### config.mk
export PLATFORM = sky130hd
export DESIGN_NAME = ecc_mem_ctrl
export DESIGN_NICKNAME = d
export VERILOG_FILES = /design/src/rtl/ecc_mem_ctrl.sv
export SDC_FILE = /design/constraint.sdc
export NUM_CORES = 1
export LEC_CHECK = 0
export ABC_AREA = 0
export CELL_PAD_IN_SITES_DETAIL_PLACEMENT = 1
export CELL_PAD_IN_SITES_GLOBAL_PLACEMENT = 2
export CORE_MARGIN = 3
export CORE_UTILIZATION = 41
export CTS_CLUSTER_DIAMETER = 60
export DETAILED_ROUTE_END_ITERATION = 6
export DONT_BUFFER_PORTS = 1
export PLACE_DENSITY = 0.79
export REMOVE_ABC_BUFFERS = 1
export SETUP_SLACK_MARGIN = 0.5
export SLEW_MARGIN = 0
export SYNTH_ARGS = -nofsm -noshare
export SYNTH_HDL_FRONTEND = slang
export SYNTH_SLANG_ARGS = --single-unit
### constraint.sdc
create_clock -name clk -period 2.65 [get_ports clk]
set_input_delay 0.3975 -clock clk [delete_from_list [all_inputs] [get_ports clk]]
set_output_delay 0.3975 -clock clk [all_outputs]
set_load 0.02 [all_outputs]
### src/rtl/ecc_mem_ctrl.sv
// ecc_mem_ctrl: request sequencer for a Hamming(7,4)-protected register array.
// Writes are encoded into 7-bit codewords. Reads are checked and corrected, and
// every corrected codeword is written back. A fault-injection port XORs a mask
// into a stored codeword.
// Optional background scrubber: define ECC_SCRUB_EN.
// Handshake: a request transfers on a rising edge where req_valid && req_ready.
// The requester holds req_we/req_addr/req_wdata stable while req_valid is high.
// rsp_valid is a one-cycle strobe with no back-pressure.
module ecc_mem_ctrl #(
  parameter int ADDR_W         = 4,
  parameter int SCRUB_INTERVAL = 64
) (
  input  logic              clk,
  input  logic              rst,
  input  logic              req_valid,
  output logic              req_ready,
  input  logic              req_we,
  input  logic [ADDR_W-1:0] req_addr,
  input  logic [3:0]        req_wdata,
  output logic              rsp_valid,
  output logic [3:0]        rsp_rdata,
  output logic              rsp_err,
  output logic [2:0]        rsp_syndrome,
  input  logic              inj_valid,
  input  logic [ADDR_W-1:0] inj_addr,
  input  logic [6:0]        inj_mask,
  output logic [7:0]        err_count,
  output logic              scrub_active
);

  localparam int DEPTH = 2 ** ADDR_W;

`ifdef ECC_SCRUB_EN
  typedef enum logic [2:0] {IDLE, CHK, WB, SCRUB_CHK, SCRUB_WB} state_t;
  localparam int TW = $clog2(SCRUB_INTERVAL);
  localparam logic [TW-1:0] TMAX = TW'(SCRUB_INTERVAL - 1);
  logic [TW-1:0]     timer_q;
  logic [ADDR_W-1:0] scrub_addr_q;
`else
  typedef enum logic [1:0] {IDLE, CHK, WB} state_t;
`endif

  state_t            state_q, state_d;
  logic [6:0]        mem_q [DEPTH];
  logic [6:0]        cw_q;
  logic [ADDR_W-1:0] addr_q;
  logic              rsp_valid_q, rsp_err_q;
  logic [3:0]        rsp_rdata_q;
  logic [2:0]        rsp_syn_q;
  logic [7:0]        err_cnt_q;

  logic [2:0]        syn;
  logic [6:0]        fixed;
  logic              in_chk, rd_go, scrub_go, wr_en;
  logic [ADDR_W-1:0] wr_addr;
  logic [6:0]        wr_data;

  function automatic logic [6:0] encode(input logic [3:0] d);
    return {d[3], d[2], d[1], d[1] ^ d[2] ^ d[3], d[0], d[0] ^ d[2] ^ d[3], d[0] ^ d[1] ^ d[3]};
  endfunction

  // Syndrome and single-bit correction of the latched codeword.
  always_comb begin
    syn = {cw_q[3] ^ cw_q[4] ^ cw_q[5] ^ cw_q[6],
           cw_q[1] ^ cw_q[2] ^ cw_q[5] ^ cw_q[6],
           cw_q[0] ^ cw_q[2] ^ cw_q[4] ^ cw_q[6]};
    fixed = cw_q;
    if (syn != 3'd0) fixed = cw_q ^ (7'd1 << (syn - 3'd1));
`ifdef ECC_SCRUB_EN
    in_chk = (state_q == CHK) || (state_q == SCRUB_CHK);
`else
    in_chk = (state_q == CHK);
`endif
  end

  // Next-state logic, handshake and array write port selection.
  always_comb begin
    state_d   = state_q;
    req_ready = 1'b0;
    rd_go     = 1'b0;
    scrub_go  = 1'b0;
    wr_en     = 1'b0;
    wr_addr   = req_addr;
    wr_data   = encode(req_wdata);
    case (state_q)
      IDLE: begin
        req_ready = 1'b1;
        if (req_valid) begin
          if (req_we) begin
            wr_en = 1'b1;
          end else begin
            rd_go   = 1'b1;
            state_d = CHK;
          end
        end
`ifdef ECC_SCRUB_EN
        else if (timer_q == TMAX) begin
          scrub_go = 1'b1;
          state_d  = SCRUB_CHK;
        end
`endif
      end
      CHK: state_d = (syn != 3'd0) ? WB : IDLE;
      WB: begin
        wr_en   = 1'b1;
        wr_addr = addr_q;
        wr_data = cw_q;
        state_d = IDLE;
      end
`ifdef ECC_SCRUB_EN
      SCRUB_CHK: state_d = (syn != 3'd0) ? SCRUB_WB : IDLE;
      SCRUB_WB: begin
        wr_en   = 1'b1;
        wr_addr = addr_q;
        wr_data = cw_q;
        state_d = IDLE;
      end
`endif
      default: state_d = IDLE;
    endcase
  end

  // State, array, latched codeword, response registers and error counter.
  always_ff @(posedge clk) begin
    if (rst) begin
      state_q     <= IDLE;
      cw_q        <= 7'h00;
      addr_q      <= '0;
      rsp_valid_q <= 1'b0;
      rsp_rdata_q <= 4'h0;
      rsp_err_q   <= 1'b0;
      rsp_syn_q   <= 3'd0;
      err_cnt_q   <= 8'd0;
      for (int i = 0; i < DEPTH; i++) mem_q[i] <= 7'h00;
    end else begin
      state_q     <= state_d;
      rsp_valid_q <= 1'b0;
      if (rd_go) begin
        cw_q   <= mem_q[req_addr];
        addr_q <= req_addr;
      end
`ifdef ECC_SCRUB_EN
      if (scrub_go) begin
        cw_q   <= mem_q[scrub_addr_q];
        addr_q <= scrub_addr_q;
      end
`endif
      if (in_chk) begin
        cw_q <= fixed;
        if (syn != 3'd0 && err_cnt_q != 8'hFF) err_cnt_q <= err_cnt_q + 8'd1;
      end
      if (state_q == CHK) begin
        rsp_valid_q <= 1'b1;
        rsp_rdata_q <= {fixed[6], fixed[5], fixed[4], fixed[2]};
        rsp_err_q   <= (syn != 3'd0);
        rsp_syn_q   <= syn;
      end
      // An array write in the same cycle takes priority over an injection.
      if (wr_en) mem_q[wr_addr] <= wr_data;
      else if (inj_valid) mem_q[inj_addr] <= mem_q[inj_addr] ^ inj_mask;
    end
  end

`ifdef ECC_SCRUB_EN
  // Scrub timer counts idle cycles without traffic; scrub address walks the array.
  always_ff @(posedge clk) begin
    if (rst) begin
      timer_q      <= '0;
      scrub_addr_q <= '0;
    end else begin
      if (state_q == IDLE && !req_valid) timer_q <= (timer_q == TMAX) ? '0 : timer_q + 1'b1;
      if ((state_q == SCRUB_CHK && syn == 3'd0) || state_q == SCRUB_WB)
        scrub_addr_q <= scrub_addr_q + 1'b1;
    end
  end
  assign scrub_active = (state_q == SCRUB_CHK) || (state_q == SCRUB_WB);
`else
  logic unused_interval;
  assign unused_interval = (SCRUB_INTERVAL > 1);
  assign scrub_active    = 1'b0;
`endif

  assign rsp_valid    = rsp_valid_q;
  assign rsp_rdata    = rsp_rdata_q;
  assign rsp_err      = rsp_err_q;
  assign rsp_syndrome = rsp_syn_q;
  assign err_count    = err_cnt_q;

endmodule

==> results.sh <==
export IMPL_drt_iter0_markers=572
export IMPL_track_usage_pct=24.0
export IMPL_diodes=0
export IMPL_cts_buffers=17
export IMPL_synth_cell_types=56
export IMPL_holdWs_ns=0.0370
export IMPL_clkSlewWorstSetupHoldPaths_ns=0.07
export IMPL_start_util_pct=42.3
export IMPL_start_kind="flop"
export IMPL_wire_per_inst_microns=27.4
export IMPL_die_area_sq_um=22100
export IMPL_grt_pass1_vias=6510
export IMPL_cts_max_level=4
export IMPL_cts_tree="done"
export IMPL_worst_pin_slew_ns=0.529
export IMPL_required_ns=2.88
export IMPL_drt_total_wl_microns=26500
export IMPL_synth_top_family_by_area="multiplexers"
export IMPL_port_buffers=0
export IMPL_grt_overflow=0
export IMPL_drtAntennaViolNets=0
export IMPL_period_share_pct=81.6
export IMPL_synth_main_ff_cell="edfxtp_1"
export IMPL_setup_viol_count_final=0
export IMPL_slew_viol_final=0
export IMPL_synthAdderAreaFrac_pct=0.450
export IMPL_mostFrequentLayoutCell="edfxtp_1"
export IMPL_critPathKind="flop to flop"
export IMPL_syn_avg_cell_area_sq_um=12.4
export IMPL_ys_seq_area_share_pct=47.5
export IMPL_status="completed"
export IMPL_crit_arrival_ns=2.39
export IMPL_yosys_area_share_simple_pct=10.7
export IMPL_synth_seq_cells=142
export IMPL_clk_latency_ns=0.43
export IMPL_globalplace_congestion=0.904
export IMPL_syn_area_sq_um=8340
export IMPL_crit_chain="mux4_2 -> o22ai_4 -> a21oi_1 -> xnor2_2 -> buf_4 -> a211oi_1"
export IMPL_cp_end_kind="flop"
export IMPL_io_pins=43
export IMPL_multi_input_area_sq_um=4450
export IMPL_hold_viol=0
export IMPL_leakagePower_nw=3.27
export IMPL_pwr_density_cell_nw_per_um2=623
export IMPL_grt_max_degree=49
export IMPL_root_buffer="clkbuf_16"
export IMPL_synth_cells=674
export IMPL_final_nets=717
export IMPL_relSlewSlack_pct=64.7
export IMPL_reg2reg_slack_ns=0.49
export IMPL_syn_to_final_growth_pct=18.1
export IMPL_grt_antenna_before_repair=1
export IMPL_rsz0062_at_grt="yes"
export IMPL_die_x_microns=149
export IMPL_num_rows=51
export IMPL_final_seq_area_sq_um=3980
export IMPL_drcViolationCount=0
export IMPL_peakVddDrop_v=0.000385
export IMPL_fin_crit_ns=2.16
export IMPL_synth_compound_area_share_pct=14.9
export IMPL_num_vias=6321
export IMPL_cts_num_sinks=142
export IMPL_fmax_mhz=463
export IMPL_nFillCells=1984
export IMPL_final_cell_mix="112 x edfxtp_1, 69 x a211oi_1, 64 x nor2_1"
export IMPL_core_area_sq_um=19700
export IMPL_crit_slowest_cell="mux4_2"
export IMPL_drv_cap=0
export IMPL_die_h_microns=149
export IMPL_clock_skew_ns=0.00951
export IMPL_grt_pass1_wl_microns=39500
export IMPL_hpwlAfterDp_microns=18100
export IMPL_drt_pass1_iterations=5
export IMPL_async_reset_ff_share_pct=0
export IMPL_critical_path_max_stage_delay_ns=0.52
export IMPL_cts_path_max_buffers=2
export IMPL_critPathMaxFanout=16
export IMPL_drive_gt1_share_pct=35.0
export IMPL_muxShareOfSynthArea_pct=18.5
export IMPL_ys_warn_count=0
export IMPL_synth_edf_count=112
export IMPL_setup_tns_ns=0
export IMPL_hold_buffers=0
export IMPL_hp_class="primary input to flop"
export IMPL_viasPerCell=6.53
export IMPL_yosys_area_share_xor_xnor_pct=3.75
## worst max-delay path, delay by kind of cell, from the launching register on
family	cells	cell delay, ns
DFF	1	0.41
muxes	1	0.52
buffers and inverters	1	0.21
AOI/OAI and AO/OA	3	0.67
xor gates and xnor gates	1	0.15
## through the flow
step | std cells | power, mW | utilization [%] | setup WS [ns] | instance area [sq um]
2_1_floorplan | 611 | 3.24 | - | -1.09 | 8040
3_3_place_gp | 925 | 3.58 | 44.4 | 0.267 | 8760
3_5_place_dp | 925 | 3.63 | 44.4 | 0.103 | 8760
4_1_cts | 961 | 6.02 | 48.2 | 0.506 | 9510
5_1_grt | 968 | 6.32 | 50.0 | 0.413 | 9850
6_report | 968 | 6.13 | 50.0 | 0.488 | 9850
## area by class of cell
type | count | share of cell area (%)
clock buffers | 18 | 4.36
inverters | 11 | 0.419
clock inverters | 14 | 1.33
flip-flops and latches | 142 | 40.4
multi-input cells | 458 | 45.1
repair buffers | 60 | 5.00
well taps | 265 | 3.37
## final timing paths
kind / start / to / depth (start not counted)
max: mem_q[3][4] / mem_q[10][4] / 6
max reg2reg: mem_q[3][4] / mem_q[10][4] / 6
min: rst / cw_q[6] / 1
min reg2reg: addr_q[2] / addr_q[2] / 2
## cells in the mapped netlist, types with 3 or more instances
cell type,count,area (sq um)
mux4_1,4,105
a21oi_1,17,85.1
o32ai_1,8,70.1
mux4_2,55,1240
o2111ai_1,6,52.6
buf_2,11,55.1
o21a_1,3,22.5
nor4bb_1,4,40.0
and3_1,4,25.0
xor2_1,9,78.8
nand2_1,34,128
nor2_1,65,244
xnor2_2,5,81.3
mux2_2,9,101
nor4_1,8,50.1
nor3_1,23,115
o21ai_1,10,50.1
nand2b_1,21,131
xnor2_1,12,105
nor2b_1,3,18.8
mux2i_1,10,100
nand4_1,4,25.0
a31oi_1,8,50.1
ha_1,3,37.5
clkbuf_1,43,161
edfxtp_1,112,3360
dfxtp_1,30,601
nor4b_1,5,43.8
o21ai_0,7,35.0
o22ai_1,7,43.8
buf_6,5,56.3
a211oi_1,88,661
inv_1,9,33.8
## registers in the layout, indices dropped and copies added, names as in the netlist
signal        flops
mem_q           112
err_count         8
cw_q              7
addr_q            4
rsp_rdata         4
rsp_syndrome      3
state_q           2
rsp_err           1
rsp_valid         1
## cell families (layout without fill, tap and decap cells)
| group | Yosys count | in the layout |
|---|---|---|
| compound gates | 168 | 168 |
| xor+xnor | 28 | 28 |
| fa+ha+maj | 3 | 3 |
| buf+inv | 74 | 103 |
| flops | 142 | 142 |
| mux | 78 | 78 |
| other cells | 1 | 1 |
| simple gates | 180 | 180 |
## layer usage
layer	up-vias	GRT usage [%]	part of all wire (%)
li1	2735	-	-
met1	3276	30.6	39
met2	263	40.2	50
met3	45	5.76	8.0
met4	2	8.08	2.8
met5	-	0	0.049
## report_power, final
part	switching [mW]	internal, mW
sequential	0.0904	2.50
clock	1.02	1.31
combinational	0.690	0.523
## what timing repair did
action                     in CTS  in global routing
setup buffers                   4                  7
gates resized for setup        38                 63
pin swaps                       4                  2
setup endpoints to repair     226                239
Note: power is estimated with default switching activity, not from simulation.
